File: src/rtl/branch_recovery_pkg.sv
// Shared types and constants for the branch recovery controller.
//   b_data        : registered branch-unit result bundle
//   recov_state_t : recovery FSM states
//   ROB_DEPTH / ROB_TAG_W / ROB_IDX_W : reorder-buffer geometry
package branch_recovery_pkg;

  localparam int unsigned ROB_DEPTH = 16;
  localparam int unsigned ROB_TAG_W = 5;
  localparam int unsigned ROB_IDX_W = $clog2(ROB_DEPTH);

  typedef struct packed {
    logic                 fu_b_done;
    logic                 jalr_bne_signal;
    logic                 mispredict;
    logic [ROB_TAG_W-1:0] mispredict_tag;
    logic [31:0]          pc;
    logic [31:0]          data;
    logic [5:0]           p_b;
    logic [ROB_TAG_W-1:0] rob_fu_b;
  } b_data;

  typedef enum logic [1:0] {
    IDLE      = 2'd0,
    BROADCAST = 2'd1,
    WAIT_ROB  = 2'd2,
    REDIRECT  = 2'd3
  } recov_state_t;

endpackage

File: src/rtl/branch_recovery_age_cmp.sv
// Combinational ROB age comparator.
//   tag_a, tag_b : ROB tags to compare
//   head         : current ROB head (oldest entry)
//   a_older      : 1 when tag_a is strictly older than tag_b
// Age is the distance from the head modulo the ROB depth.
module rob_age_cmp
  import branch_recovery_pkg::*;
(
  input  logic [ROB_TAG_W-1:0] tag_a,
  input  logic [ROB_TAG_W-1:0] tag_b,
  input  logic [ROB_TAG_W-1:0] head,
  output logic                 a_older
);

  logic [ROB_IDX_W-1:0] age_a;
  logic [ROB_IDX_W-1:0] age_b;
  logic                 unused_tag_msbs;

  // Index-width subtraction gives the modulo-depth wrap for free.
  assign age_a   = tag_a[ROB_IDX_W-1:0] - head[ROB_IDX_W-1:0];
  assign age_b   = tag_b[ROB_IDX_W-1:0] - head[ROB_IDX_W-1:0];
  assign a_older = (age_a < age_b);

  assign unused_tag_msbs = ^{tag_a[ROB_TAG_W-1:ROB_IDX_W],
                             tag_b[ROB_TAG_W-1:ROB_IDX_W],
                             head[ROB_TAG_W-1:ROB_IDX_W]};

endmodule

File: src/rtl/branch_recovery.sv
// Branch misprediction / jump recovery controller.
//   clk, reset        : clock, synchronous active-high reset
//   b_in              : branch-unit result bundle
//   rob_head          : ROB head tag
//   rob_recover_done  : ROB/rename rollback complete pulse
//   redirect_ready    : fetch accepts redirect
//   mispredict, mispredict_tag : rollback broadcast
//   flush             : front-end flush pulse
//   redirect_valid, redirect_pc : fetch redirect request
//   recovery_busy     : stall rename/dispatch
//   redirect_count    : completed redirects (wrapping)
// All outputs are registered from the next-state values.
module branch_recovery
  import branch_recovery_pkg::*;
(
  input  logic                 clk,
  input  logic                 reset,
  input  b_data                b_in,
  input  logic [ROB_TAG_W-1:0] rob_head,
  input  logic                 rob_recover_done,
  input  logic                 redirect_ready,
  output logic                 mispredict,
  output logic [ROB_TAG_W-1:0] mispredict_tag,
  output logic                 flush,
  output logic                 redirect_valid,
  output logic [31:0]          redirect_pc,
  output logic                 recovery_busy,
  output logic [15:0]          redirect_count
);

  recov_state_t         state_q, state_n;
  logic [ROB_TAG_W-1:0] tag_q, tag_n;
  logic [31:0]          pc_q, pc_n;
  logic                 flush_n;
  logic                 count_inc;

  logic                 evt, mp_evt;
  logic [ROB_TAG_W-1:0] evt_tag;
  logic                 evt_older;
  logic                 take_evt;
  logic                 unused_b_fields;

  assign evt     = b_in.fu_b_done && b_in.jalr_bne_signal;
  assign mp_evt  = evt && b_in.mispredict;
  // A jump has no mispredict tag of its own; its ROB slot orders it.
  assign evt_tag = b_in.mispredict ? b_in.mispredict_tag : b_in.rob_fu_b;

  assign unused_b_fields = ^{b_in.data, b_in.p_b};

  rob_age_cmp u_age_cmp (
    .tag_a   (evt_tag),
    .tag_b   (tag_q),
    .head    (rob_head),
    .a_older (evt_older)
  );

  always_comb begin
    state_n   = state_q;
    tag_n     = tag_q;
    pc_n      = pc_q;
    flush_n   = 1'b0;
    count_inc = 1'b0;

    // In IDLE any event starts a recovery; otherwise only a strictly
    // older one preempts, and it takes priority over every exit condition.
    take_evt = (state_q == IDLE) ? evt : (evt && evt_older);

    if (take_evt) begin
      tag_n   = evt_tag;
      pc_n    = b_in.pc;
      flush_n = 1'b1;
      state_n = mp_evt ? BROADCAST : REDIRECT;
    end else begin
      case (state_q)
        IDLE:      state_n = IDLE;
        BROADCAST: state_n = WAIT_ROB;
        WAIT_ROB:  if (rob_recover_done) state_n = REDIRECT;
        REDIRECT: begin
          if (redirect_ready) begin
            state_n   = IDLE;
            count_inc = 1'b1;
          end
        end
        default:   state_n = IDLE;
      endcase
    end
  end

  always_ff @(posedge clk) begin
    if (reset) begin
      state_q        <= IDLE;
      tag_q          <= '0;
      pc_q           <= '0;
      mispredict     <= 1'b0;
      mispredict_tag <= '0;
      flush          <= 1'b0;
      redirect_valid <= 1'b0;
      redirect_pc    <= '0;
      recovery_busy  <= 1'b0;
      redirect_count <= '0;
    end else begin
      state_q        <= state_n;
      tag_q          <= tag_n;
      pc_q           <= pc_n;
      mispredict     <= (state_n == BROADCAST);
      mispredict_tag <= (state_n == BROADCAST) ? tag_n : '0;
      flush          <= flush_n;
      redirect_valid <= (state_n == REDIRECT);
      redirect_pc    <= (state_n == REDIRECT) ? pc_n : '0;
      recovery_busy  <= (state_n != IDLE);
      if (count_inc) redirect_count <= redirect_count + 16'd1;
    end
  end

endmodule

File: config.mk
export PLATFORM = sky130hd
export DESIGN_NAME = branch_recovery
export DESIGN_NICKNAME = d
export VERILOG_FILES = /design/src/rtl/branch_recovery_pkg.sv /design/src/rtl/branch_recovery_age_cmp.sv /design/src/rtl/branch_recovery.sv
export SDC_FILE = /design/constraint.sdc
export NUM_CORES = 1
export LEC_CHECK = 0
export ABC_AREA = 0
export BUFFER_PORTS_ARGS = -buffer_cell sky130_fd_sc_hd__buf_2
export CAP_MARGIN = 20
export CORE_MARGIN = 1
export CORE_UTILIZATION = 30
export CTS_CLUSTER_DIAMETER = 50
export DETAILED_ROUTE_END_ITERATION = 6
export SYNTH_ARGS = -nofsm -noshare
export SYNTH_HDL_FRONTEND = slang
export SYNTH_HIERARCHICAL = 1
export SYNTH_SLANG_ARGS = --single-unit
File: constraint.sdc
create_clock -name clk -period 5 [get_ports clk]
set_clock_uncertainty 0.2 [all_clocks]
set_input_delay 0.75 -clock clk [delete_from_list [all_inputs] [get_ports clk]]
set_output_delay 0.75 -clock clk [all_outputs]
set_load 0.03 [all_outputs]
# --- Word level (Yosys, flattened, before mapping) ---
# Index checks and enable logic that the tools add are counted.
totals:
  register_bits: 96
  in_bits: 92
  out_inout_bits: 57
op_classes:
  magnitude_cmp: 1
  bitwise: 2
  add_sub_neg: 3
  muxes: 13
  eq_ne: 5
  n_reduce_logical: 7
op_table:
  columns: ["operator", "n"]
  rows:
  - ["32-bit two-way mux", 1]
  - ["16-bit by 1-bit adder with 16-bit output, second input constant", 1]
  - ["5-bit two-way mux", 2]
  - ["2-bit two-way mux", 4]
  - ["2-bit one-hot mux with 4 select lines", 1]
  - ["4-bit subtractor", 2]
  - ["2-bit equality test, second input constant", 3]
  - ["1-bit two-way mux", 5]
  - ["2-bit by 1-bit equality test with 1-bit output, second input constant", 2]
  - ["4-bit < comparator", 1]
  - ["2-bit OR reduction", 2]
  - ["1-bit logical AND", 3]
  - ["2-bit logical NOT", 1]
  - ["1-bit NOT", 2]
  - ["2-bit nonzero test", 1]

# --- Logic depth before layout (Yosys ltp) ---
# Gate-level depths: netlist of run 1.
logic_depth:
  word_depth: 9
  mapped_depth: 15

# --- By module ---
# The synthesis of run 1 kept the hierarchy.
by_module_without_submodules:
  columns: ["module", "n_inst", "area_each_um2", "cells_per_inst"]
  rows:
  - ["branch_recovery", 1, 3290.7, 318]
  - ["rob_age_cmp", 1, 297.8, 35]

# --- Least setup slack after synthesis of run 1 ---
# Ideal clock, no wire load.
synth_timing:
  path_kind: "input-to-reg"
  start: "input b_in[80] (netlist name)"
  end: "register redirect_pc[0]"
  cell_stages: 14
  arrival_time_ps: 3693
  setup_slack_ps: 990
  setup_time_ps: 118
  required_ps: 4682
  cell_sequence: "clkbuf_1 > mux2_2 > ha_1 > nor2b_1 > a221oi_2 > xnor2_1 > ha_1 > a21oi_1 > o21a_1 > o21ba_2 > o221a_2 > o21ai_2 > buf_2 > nor2_1"
synth_between:
  elab_chain_cells: 9
synth_rtl:
  columns: ["element", "line", "rtl"]
  rows:
  - ["start, declared", "branch_recovery.sv:18", "input b_data b_in,"]
  - ["5-bit two-way mux *", "branch_recovery.sv:46", "assign evt_tag = b_in.mispredict ? b_in.mispredict_tag : b_in.rob_fu_b;"]
  - ["named net evt_tag[2]", "branch_recovery.sv:38", "logic [ROB_TAG_W-1:0] evt_tag;"]
  - ["4-bit subtractor *", "branch_recovery_age_cmp.sv:20", "assign age_a = tag_a[ROB_IDX_W-1:0] - head[ROB_IDX_W-1:0];"]
  - ["4-bit < comparator *", "branch_recovery_age_cmp.sv:22", "assign a_older = (age_a < age_b);"]
  - ["named net evt_older", "branch_recovery.sv:39", "logic evt_older;"]
  - ["1-bit logical AND *", "branch_recovery.sv:66", "take_evt = (state_q == IDLE) ? evt : (evt && evt_older);"]
  - ["1-bit two-way mux *", "branch_recovery.sv:66", null]
  - ["2-bit two-way mux", "branch_recovery.sv:68", "if (take_evt) begin"]
  - ["2-bit equality test", "branch_recovery.sv:109", "redirect_pc <= (state_n == REDIRECT) ? pc_n : '0;"]
  - ["1-bit NOT (no source line)", null, null]
  - ["2-bit OR reduction (no source line)", null, null]
  - ["end signal, assigned", "branch_recovery.sv:109", null]
  - ["end, declared", "branch_recovery.sv:26", "output logic [31:0] redirect_pc,"]
# The timed path passes the listed nets; every way through them passes the cells marked *.
# A chain may end at the register's enable or synchronous reset.

# --- Final worst setup path of run 1 ---
layout_timing:
  start: "input b_in[80] (netlist name)"
  end: "register redirect_pc[3]"
# Same word-level chain as after synthesis.

==> flow_metrics.py, run 1 <==
metrics = {
    "run_status": {
        "status": "finished with violations",
        "violations": "DRC",
    },
    "logic_synthesis": {
        "yosys-mux-area-fraction_pct": 12.2,
        "synth_area_um2": 3590,
        "synthTopCellsByArea": "sky130_fd_sc_hd__dfxtp_1, sky130_fd_sc_hd__mux2i_1, sky130_fd_sc_hd__nor2_1",
        "synth_edf_count": 0,
        "post_synth_and_or_nand_nor_area_fraction_pct": 17.4,
        "synthFlopType": "sky130_fd_sc_hd__dfxtp_1",
        "count_of_unique_library_cells_instantiated_by_yosys": 42,
        "yosys.area_share.adder_pct": 4.60,
        "synth_area_leader_cell": "sky130_fd_sc_hd__dfxtp_1",
        "seq_area_frac_synth_pct": 53.6,
        "post-synth-top-area-fraction_pct": 53.6,
        "yosys.cell_count.top_type": "sky130_fd_sc_hd__dfxtp_1",
        "yosys_register_bits": 96,
        "synthXorXnorAreaFrac_pct": 2.68,
        "yosys-top-cells-count": "sky130_fd_sc_hd__dfxtp_1, sky130_fd_sc_hd__nor2_1, sky130_fd_sc_hd__mux2i_1",
        "synth-compound-area-share_pct": 6.14,
        "synth_cells": 353,
        "postSynth.asyncResetShare_pct": 0,
        "ys_warn_count": 6,
        "syn_area_per_cell_um2": 10.2,
        "syn-num-nets": 457,
        "synth_top_family_by_area": "simple AND/OR/NAND/NOR gates",
    },
    "floorplanning": {
        "die_w_um": 111,
        "core_area_um2": 11500,
        "die-area_um2": 12400,
        "floorplan.initialDensity_pct": 31.2,
        "die_h_um": 111,
        "boundaryPins": 149,
        "placement_rows": 39,
    },
    "power_and_ir_drop": {
        "power_leakage_nw": 2.21,
        "pwr_density_cell_nw_per_um2": 363,
        "power.ir.vdd_worst_uv": 283,
        "report.power.total_w": 0.00165,
    },
    "cts": {
        "clock_tree_from_tritoncts": "yes",
        "clock_path_buffers": 2,
        "tritoncts_num_sinks": 96,
        "ctsHoldBuffers": 0,
        "ctsResizeCount": 0,
        "h-tree-depth": 3,
        "worst_skew_pair.late_latency_ns": 0.34,
        "cts_made_buffers": 9,
        "post_cts_buffers": 0,
        "cts-root-buf": "sky130_fd_sc_hd__clkbuf_16",
        "clk_pin_slew_worst_paths_ns": 0.06,
    },
    "global_route": {
        "grt_start_max_net_pins": 58,
        "antenna_found_initial": 0,
        "global_route.usage.total_pct": 13.4,
        "grt_pass1_vias": 2772,
        "global_route.overflow_total": 0,
        "global_route_wire_length_before_repair_um": 12900,
    },
    "sta": {
        "min_period_ns": 3.96,
        "setup_viol": 0,
        "fin_crit_sh_pct": 79.2,
        "worst_pin_slew_ns": 0.550,
        "finalHoldViolCount": 0,
        "max_freq_ghz": 0.253,
        "rsz0062_at_grt": "no",
        "final_max_slew_viols": 0,
        "slew_headroom_pct": 63.3,
        "setup_total_negative_slack_ns": 0,
    },
    "routing": {
        "routed_via_density": 4.54,
        "route.detailed.drc": 16,
        "1st_iter_drt_viols": 144,
        "routed-via-count": 2760,
        "per_cell_routed_wire_length_um": 12.7,
        "detail_route.wirelength_um": 7720,
        "drt.antenna.violating_nets": 0,
        "drt_first_pass_iters": 6,
    },
    "run": {
        "max_cap_violations": 0,
    },
    "placement": {
        "gp_congestion": 0.761,
        "place_hpwl_um": 5520,
        "port_buffers": 109,
        "dp.cells": 593,
    },
    "critical_path": {
        "timing_worst_setup_path_type": "input port to flip-flop",
        "worst_setup_path_startpoint": "b_in[80]",
        "path_max_fanout": 23,
        "r2r_path_start": "tag_q[0]",
        "crit_path_end_kind": "flip-flop",
        "worstReg2RegEnd": "redirect_pc[3]",
        "critical_path_arrival_ns": 3.98,
        "timing.reg2reg.setup_slack_ns": 1.82,
        "critical_path.startpoint_type": "input port",
        "cp_data_required_time_ns": 5.02,
        "r2r.worst_path.cells": 13,
    },
    "min_path": {
        "holdPathStages": 2,
        "hold_wc_startpoint": "redirect_count[15]",
        "timing.hold.worst.class": "flip-flop to flip-flop",
        "min_delay_worst_endpoint": "redirect_count[15]",
    },
    "final_layout": {
        "synthToLayoutAreaGrowth_pct": 27.0,
        "final_nets": 566,
        "drive_gt1_share_pct": 31.4,
        "multiInputGateArea_um2": 1550,
        "filler_cell_count": 1171,
        "regArea_um2": 1920,
        "fin_cells": 608,
        "antenna_diode_count": 0,
    },
}
-- layout make-up --
cell class                 count  area share (%)
tap                          143            3.93
inverter                      11           0.906
sequential                    96            42.2
multi-input combinational    230            34.1
clock inverter                 4           0.522
timing repair buffer         114            13.3
clock buffer                  10            5.02
-- where the power goes --
group          internal (W)  switching [W]
clock              0.000330       0.000275
sequential         0.000799      0.0000121
combinational      0.000102       0.000138
-- through the flow --
stage	worst slack, ns	hold WS (ns)	instance area (µm²)	util [%]
5_1_grt	0.798	0.305	4560	39.6
3_5_place_dp	0.701	0.272	4280	37.2
3_3_place_gp	0.718	0.262	4280	37.2
2_1_floorplan	0.990	0.260	3590	-
4_1_cts	1.05	0.281	4540	39.4
6_report	1.04	0.281	4560	39.6
-- logic make-up (layout without fill, tap and decap cells) --
family                     Yosys count  count (layout)
xor gates and xnor gates            11              11
adders and majority gates           12              12
DFF                                 96              96
buffers and inverters               27             139
AOI/OAI and AO/OA                   36              36
muxes                               43              43
and+or+nand+nor                    128             128
-- worst max-delay path, stage by stage --
cell                       delay [ns]
sky130_fd_sc_hd__buf_2           0.18
sky130_fd_sc_hd__mux2_2          0.37
sky130_fd_sc_hd__ha_1            0.35
sky130_fd_sc_hd__nor2b_1         0.16
sky130_fd_sc_hd__a221oi_2        0.25
sky130_fd_sc_hd__xnor2_1         0.12
sky130_fd_sc_hd__ha_1            0.32
sky130_fd_sc_hd__a21oi_1         0.15
sky130_fd_sc_hd__o21a_1          0.29
sky130_fd_sc_hd__o21ba_2         0.21
sky130_fd_sc_hd__o221a_2         0.27
sky130_fd_sc_hd__o21ai_2         0.17
sky130_fd_sc_hd__buf_4           0.30
sky130_fd_sc_hd__nor2_1          0.09
-- layer usage --
layer / GRT usage, % / routed length (µm) / vias to the layer above
met5: 0 / 0 / -
met4: 6.31 / 104 / 0
li1: - / - / 1400
met2: 23.0 / 3880 / 72
met3: 5.55 / 515 / 7
met1: 14.4 / 3210 / 1281
-- registers in the layout, summed over array words and instances, names as in the netlist, 2 cells and up --
register and count:
pc_q 32, redirect_count 16, redirect_pc 32, state_q 2, mispredict_tag 5, tag_q 5
-- worst max-delay path by stage --
stage                     depth (start not counted)  slack, ns              end
after floorplan                                  14       0.99   redirect_pc[0]
after global placement                           14       0.72  redirect_pc[31]
after detailed placement                         14       0.70  redirect_pc[19]
after CTS                                        14       1.05   redirect_pc[3]
after global routing                             14       0.80  redirect_pc[18]
final                                            14       1.04   redirect_pc[3]
-- layout by cell type (no fill, tap or decap), drive strengths merged, types with 2 or more instances in the layout --
master,instances
nor2,82
xor2,3
buf,114
o31ai,4
clkbuf,10
nor2b,2
fa,2
mux2,5
inv,11
and2,3
mux2i,38
ha,10
dfxtp,96
a21oi,17
nand4,5
or3,7
o21ai,10
and3,4
xnor2,8
and4,2
or4,4
nand3,5
nand2,8
nor3,2
clkinv,4
o21a,2
(Power assumes the default switching activity.)
==> run 2, diff against run 1 <==
clock period = 3.3 ns   (was 5 ns; I/O delays follow)
==> run 2 against run 1 <==
Net effect: the run still ends with DRC left; clock power rose by 87%; clock-buffer cell count rose by 1; die area did not move; sequential cell count did not move; sequential share of layout area fell by 3.0 points; register-to-register slack got worse by 1.5 ns; first-iteration DRC count fell by 23%; critical endpoint is now redirect_pc[29]; largest power group unchanged.
==> flow_metrics.py, run 2 (synthesis results as in run 1) <==
metrics = {
    "critical_path": {
        "r2r_path_start": "tag_q[0]",
        "timing.critical_path.to": "redirect_pc[29]",
        "critical_path.startpoint_type": "input port",
        "path_max_fanout": 6,
        "crit_path_end_kind": "flip-flop",
        "worst_setup_path_startpoint": "b_in[80]",
        "r2r.worst_path.cells": 13,
        "timing.reg2reg.setup_slack_ns": 0.35,
        "timing_worst_setup_path_type": "input port to flip-flop",
        "critical_path_arrival_ns": 3.25,
        "worstReg2RegEnd": "pc_q[6]",
        "cp_data_required_time_ns": 3.33,
    },
    "global_route": {
        "global_route_wire_length_before_repair_um": 13000,
        "global_route.overflow_total": 0,
        "antenna_found_initial": 0,
        "grt_start_max_net_pins": 31,
        "grt_pass1_vias": 2825,
        "global_route.usage.total_pct": 13.4,
    },
    "routing": {
        "per_cell_routed_wire_length_um": 13.3,
        "1st_iter_drt_viols": 111,
        "drt.antenna.violating_nets": 0,
        "route.detailed.drc": 18,
        "drt_first_pass_iters": 6,
        "routed_via_density": 4.58,
        "detail_route.wirelength_um": 8290,
        "routed-via-count": 2855,
    },
    "floorplanning": {
        "boundaryPins": 149,
        "placement_rows": 39,
        "die_w_um": 111,
        "die-area_um2": 12400,
        "core_area_um2": 11500,
        "die_h_um": 111,
        "floorplan.initialDensity_pct": 31.2,
    },
    "run_status": {
        "violations": "DRC",
        "status": "finished with violations",
    },
    "final_layout": {
        "final_nets": 579,
        "post-route-cell-area_um2": 4910,
        "synthToLayoutAreaGrowth_pct": 36.7,
        "fin_cells": 623,
        "multiInputGateArea_um2": 1660,
        "most-common-layout-cells": "sky130_fd_sc_hd__buf_2, sky130_fd_sc_hd__dfxtp_1, sky130_fd_sc_hd__nor2_1",
        "antenna_diode_count": 0,
        "drive_gt1_share_pct": 36.3,
        "layout_commonest_cell": "sky130_fd_sc_hd__buf_2",
        "filler_cell_count": 1168,
        "regArea_um2": 1920,
        "largest_registers": "pc_q x32, redirect_pc x32, redirect_count x16",
    },
    "min_path": {
        "timing.hold.worst.class": "input port to flip-flop",
    },
    "cts": {
        "clock_path_buffers": 2,
        "tritoncts_num_sinks": 96,
        "cts-root-buf": "sky130_fd_sc_hd__clkbuf_16",
        "cts_made_buffers": 9,
        "clk_pin_slew_worst_paths_ns": 0.07,
        "clock_tree_from_tritoncts": "yes",
        "worst_skew_pair.late_latency_ns": 0.34,
        "h-tree-depth": 3,
        "ctsHoldBuffers": 0,
    },
    "sta": {
        "fin_crit_sh_pct": 97.5,
        "worst_pin_slew_ns": 0.559,
        "setup_total_negative_slack_ns": 0,
        "finalHoldViolCount": 0,
        "max_freq_ghz": 0.311,
        "final_max_slew_viols": 0,
        "rsz0062_at_grt": "yes",
        "setup_viol": 0,
        "min_period_ns": 3.22,
        "slew_headroom_pct": 62.7,
    },
    "run": {
        "max_cap_violations": 0,
    },
    "power_and_ir_drop": {
        "power.ir.vdd_worst_uv": 280,
        "pwr_density_cell_nw_per_um2": 572,
        "power_leakage_nw": 2.34,
        "report.power.total_w": 0.00281,
    },
    "placement": {
        "gp_congestion": 0.805,
        "port_buffers": 109,
        "dp.cells": 603,
        "postPlaceCellArea_um2": 4450,
        "place_hpwl_um": 5680,
    },
}
run 2: per-layer routing:
| metal | global-route usage (%) | up-vias | part of all wire (%) |
|---|---|---|---|
| li1 | - | 1433 | - |
| met1 | 15.4 | 1346 | 44 |
| met2 | 22.4 | 65 | 49 |
| met3 | 4.35 | 11 | 5.2 |
| met4 | 6.58 | 0 | 1.7 |
| met5 | 0 | - | 0 |
run 2: power breakdown:
part | leakage (nW) | internal, W | switching (W)
clock network | 0.161 | 0.000692 | 0.000442
logic | 1.40 | 0.000212 | 0.000231
registers | 0.779 | 0.00121 | 0.0000207
run 2: cell type report:
cell class	count	area share (%)
inverter	11	0.842
clock buffer	11	4.95
multi-input combinational	230	33.7
tap	143	3.65
timing repair buffer	127	15.9
sequential	96	39.2
clock inverter	5	1.76
run 2: repair_timing:
item | 4_1_cts | 5_1_grt
gates resized for setup | 0 | 13
buffers inserted | 0 | 1
setup endpoints to repair | 0 | 70
run 2: worst min path at each step:
stage | cells after the start | start | end | slack, ns
floorplan | 2 | tag_q[4] | mispredict_tag[4] | 0.26
global placement | 2 | redirect_count[15] | redirect_count[15] | 0.26
detailed placement | 2 | pc_q[17] | redirect_pc[17] | 0.28
CTS | 3 | b_in[62] | redirect_pc[19] | 0.19
global route | 3 | b_in[50] | redirect_pc[7] | 0.20
finish | 3 | b_in[62] | redirect_pc[19] | 0.21
run 2: worst max-delay path: stages:
cell and delay (ns):
sky130_fd_sc_hd__clkbuf_4 0.16, sky130_fd_sc_hd__mux2_4 0.33, sky130_fd_sc_hd__ha_4 0.23, sky130_fd_sc_hd__nor2b_4 0.12, sky130_fd_sc_hd__a221oi_2 0.22, sky130_fd_sc_hd__xnor2_1 0.15, sky130_fd_sc_hd__ha_1 0.26, sky130_fd_sc_hd__a21oi_1 0.13
sky130_fd_sc_hd__o21a_1 0.22, sky130_fd_sc_hd__o21ba_4 0.19, sky130_fd_sc_hd__o221a_4 0.26, sky130_fd_sc_hd__o21ai_4 0.14, sky130_fd_sc_hd__buf_12 0.15, sky130_fd_sc_hd__clkbuf_16 0.15, sky130_fd_sc_hd__nor2_1 0.05
run 2: metrics by stage:
| step | setup slack, ns | utilization [%] | hold slack (ns) |
|---|---|---|---|
| after floorplan | -0.0721 | - | 0.260 |
| after global placement | -0.319 | 38.6 | 0.260 |
| after detailed placement | -0.358 | 38.6 | 0.280 |
| after CTS | 0.0190 | 41.5 | 0.188 |
| after global routing | -0.0357 | 42.6 | 0.202 |
| final | 0.0841 | 42.6 | 0.208 |
==> run 3, diff against run 2 <==
CAP_MARGIN = 25   (was 20)
CTS_BUF_LIST = sky130_fd_sc_hd__clkbuf_8   (was unset)
==> run 3 against run 2 <==
Net effect: the run still ends with DRC left; via count down 0.91%; clock-buffer cell count decreased by 1; power down 9.9%; sequential cell count is the same; largest cell class unchanged; routed wire length down 0.56%; sequential power barely moved; core utilization decreased by 1.1 points; worst hold slack worse by 0.027 ns; maximum frequency rose by 0.82%; final cell count unchanged; global-route usage shrank 0.16 points; setup slack better by 0.026 ns.
==> flow_metrics.py, run 3 (synthesis results as in run 1) <==
metrics = {
    "sta": {
        "worst_pin_slew_ns": 0.549,
        "setup_viol": 0,
        "final_max_slew_viols": 0,
        "finalHoldViolCount": 0,
        "slew_headroom_pct": 63.4,
        "fin_crit_sh_pct": 96.7,
        "min_period_ns": 3.19,
        "max_freq_ghz": 0.314,
    },
    "critical_path": {
        "worst_path_dominant_cell_family": "compound AO/OA/AOI/OAI gates",
        "cp_slowest_cell": "sky130_fd_sc_hd__mux2_4",
        "crit_path_end_kind": "flip-flop",
        "cp.buffers_inverters": 3,
        "path_max_fanout": 6,
        "critical_path_arrival_ns": 3.25,
        "timing_worst_setup_path_type": "input port to flip-flop",
        "critical-path-max-stage-delay_ns": 0.33,
        "timing.reg2reg.setup_slack_ns": 0.35,
        "cp_data_required_time_ns": 3.36,
        "critical_path.startpoint_type": "input port",
        "crit_path_cell_trace": "clkbuf_4, mux2_4, ha_4, nor2b_4, a221oi_2, xnor2_1, ha_1, a21oi_1, o21a_1, o21ba_4, o221a_4, o21ai_4, buf_12, clkbuf_16, nor2_1",
    },
    "floorplanning": {
        "die_h_um": 111,
        "boundaryPins": 149,
        "floorplan.initialDensity_pct": 31.2,
        "die_w_um": 111,
        "die-area_um2": 12400,
        "placement_rows": 39,
        "core_area_um2": 11500,
    },
    "final_layout": {
        "fin_cells": 623,
        "synthToLayoutAreaGrowth_pct": 33.3,
        "most-common-layout-cells": "sky130_fd_sc_hd__buf_2, sky130_fd_sc_hd__dfxtp_1, sky130_fd_sc_hd__nor2_1",
        "drive_gt1_share_pct": 35.4,
        "fin_util_pct": 41.5,
        "antenna_diode_count": 0,
        "final_nets": 579,
        "filler_cell_count": 1176,
        "largest_registers": "pc_q x32, redirect_pc x32, redirect_count x16",
        "layout_commonest_cell": "sky130_fd_sc_hd__buf_2",
    },
    "cts": {
        "ctsHoldBuffers": 0,
        "clock_tree_from_tritoncts": "yes",
        "worst_skew_pair.late_latency_ns": 0.36,
        "clk_pin_slew_worst_paths_ns": 0.09,
        "cts-root-buf": "sky130_fd_sc_hd__clkbuf_8",
        "clock_path_buffers": 2,
        "h-tree-depth": 3,
        "cts_made_buffers": 9,
        "tritoncts_num_sinks": 96,
    },
    "placement": {
        "dp.cells": 603,
        "port_buffers": 109,
        "place_hpwl_um": 5680,
        "gp_congestion": 0.805,
    },
    "global_route": {
        "global_route_wire_length_before_repair_um": 12900,
        "grt_pass1_vias": 2814,
        "grt_start_max_net_pins": 31,
        "antenna_found_initial": 0,
        "global_route.overflow_total": 0,
        "global_route.usage.total_pct": 13.2,
    },
    "power_and_ir_drop": {
        "power_leakage_nw": 2.30,
        "pwr_density_cell_nw_per_um2": 529,
        "power.ir.vdd_worst_uv": 274,
    },
    "routing": {
        "drt_first_pass_iters": 6,
        "per_cell_routed_wire_length_um": 13.2,
        "routed_via_density": 4.54,
        "detail_route.wirelength_um": 8240,
        "route.detailed.drc": 18,
        "drt.antenna.violating_nets": 0,
        "1st_iter_drt_viols": 119,
        "routed-via-count": 2829,
    },
    "run_status": {
        "status": "finished with violations",
        "violations": "DRC",
    },
    "min_path": {
        "timing.hold.worst.class": "input port to flip-flop",
    },
    "run": {
        "max_cap_violations": 0,
    },
}
==> run 3: cell types whose count changed in the layout (fill, tap and decap cells not counted), sizes merged <==
cell / previous run / this run
clkbuf: 14 / 13
inv: 13 / 14
==> run 3: worst reg2reg max path: stages (launching register included) <==
cell,delay (ns)
sky130_fd_sc_hd__dfxtp_1,0.33
sky130_fd_sc_hd__inv_1,0.05
sky130_fd_sc_hd__ha_1,0.17
sky130_fd_sc_hd__inv_1,0.06
sky130_fd_sc_hd__fa_1,0.37
sky130_fd_sc_hd__xnor2_1,0.14
sky130_fd_sc_hd__ha_1,0.27
sky130_fd_sc_hd__nand2_1,0.05
sky130_fd_sc_hd__o21a_1,0.23
sky130_fd_sc_hd__buf_4,0.16
sky130_fd_sc_hd__o21ai_4,0.24
sky130_fd_sc_hd__buf_12,0.23
sky130_fd_sc_hd__mux2i_1,0.27
sky130_fd_sc_hd__nor2_1,0.07
==> run 3: cell type report <==
cell class,instances,area (µm²),area share [%]
Clock buffer,10,138,2.88
Multi-Input combinational cell,230,1640,34.3
Clock inverter,6,90.1,1.88
Inverter,11,41.3,0.863
Sequential cell,96,1920,40.2
Tap cell,143,179,3.74
Timing Repair Buffer,127,776,16.2
==> run 3: where the power goes <==
group          leakage (nW)  total (W)  internal (W)  switching, W
combinational          1.40   0.000436      0.000207      0.000229
sequential            0.779    0.00123       0.00121     0.0000204
clock                 0.119   0.000865      0.000452      0.000413
total                  2.30    0.00253       0.00187      0.000662
==> run 3: metrics by stage <==
stage	total power, W	TNS, ns	cell area (µm²)	hold slack (ns)	worst slack [ns]
2_1_floorplan	0.00153	-2.16	3690	0.260	-0.0721
3_3_place_gp	0.00166	-21.71	4450	0.260	-0.319
3_5_place_dp	0.00167	-24.76	4450	0.280	-0.358
4_1_cts	0.00255	0	4670	0.147	0.0646
5_1_grt	0.00266	-0.00341	4780	0.173	-0.00221
6_report	0.00253	0	4780	0.180	0.110
==> run 3: worst paths after layout <==
kind,from,depth (start not counted),end
setup / recovery,b_in[80],15,redirect_pc[23]
hold / removal,b_in[69],3,pc_q[26]
setup reg to reg,tag_q[0],13,pc_q[9]
hold reg to reg,redirect_count[15],2,redirect_count[15]
==> run 3: per-layer routing <==
metal	vias to the layer above	global-route usage, %	part of all wire (%)
met4	0	6.58	1.3
met2	65	22.3	49
li1	1432	-	-
met3	10	4.03	5.0
met5	-	0	0
met1	1322	15.1	45
==> run 3: what timing repair did <==
| action | CTS | global route |
|---|---|---|
| gates resized for setup | 0 | 8 |
| endpoints found under the hold margin | 0 | 0 |
| endpoints found under the setup margin | 0 | 56 |
| setup buffers | 0 | 1 |
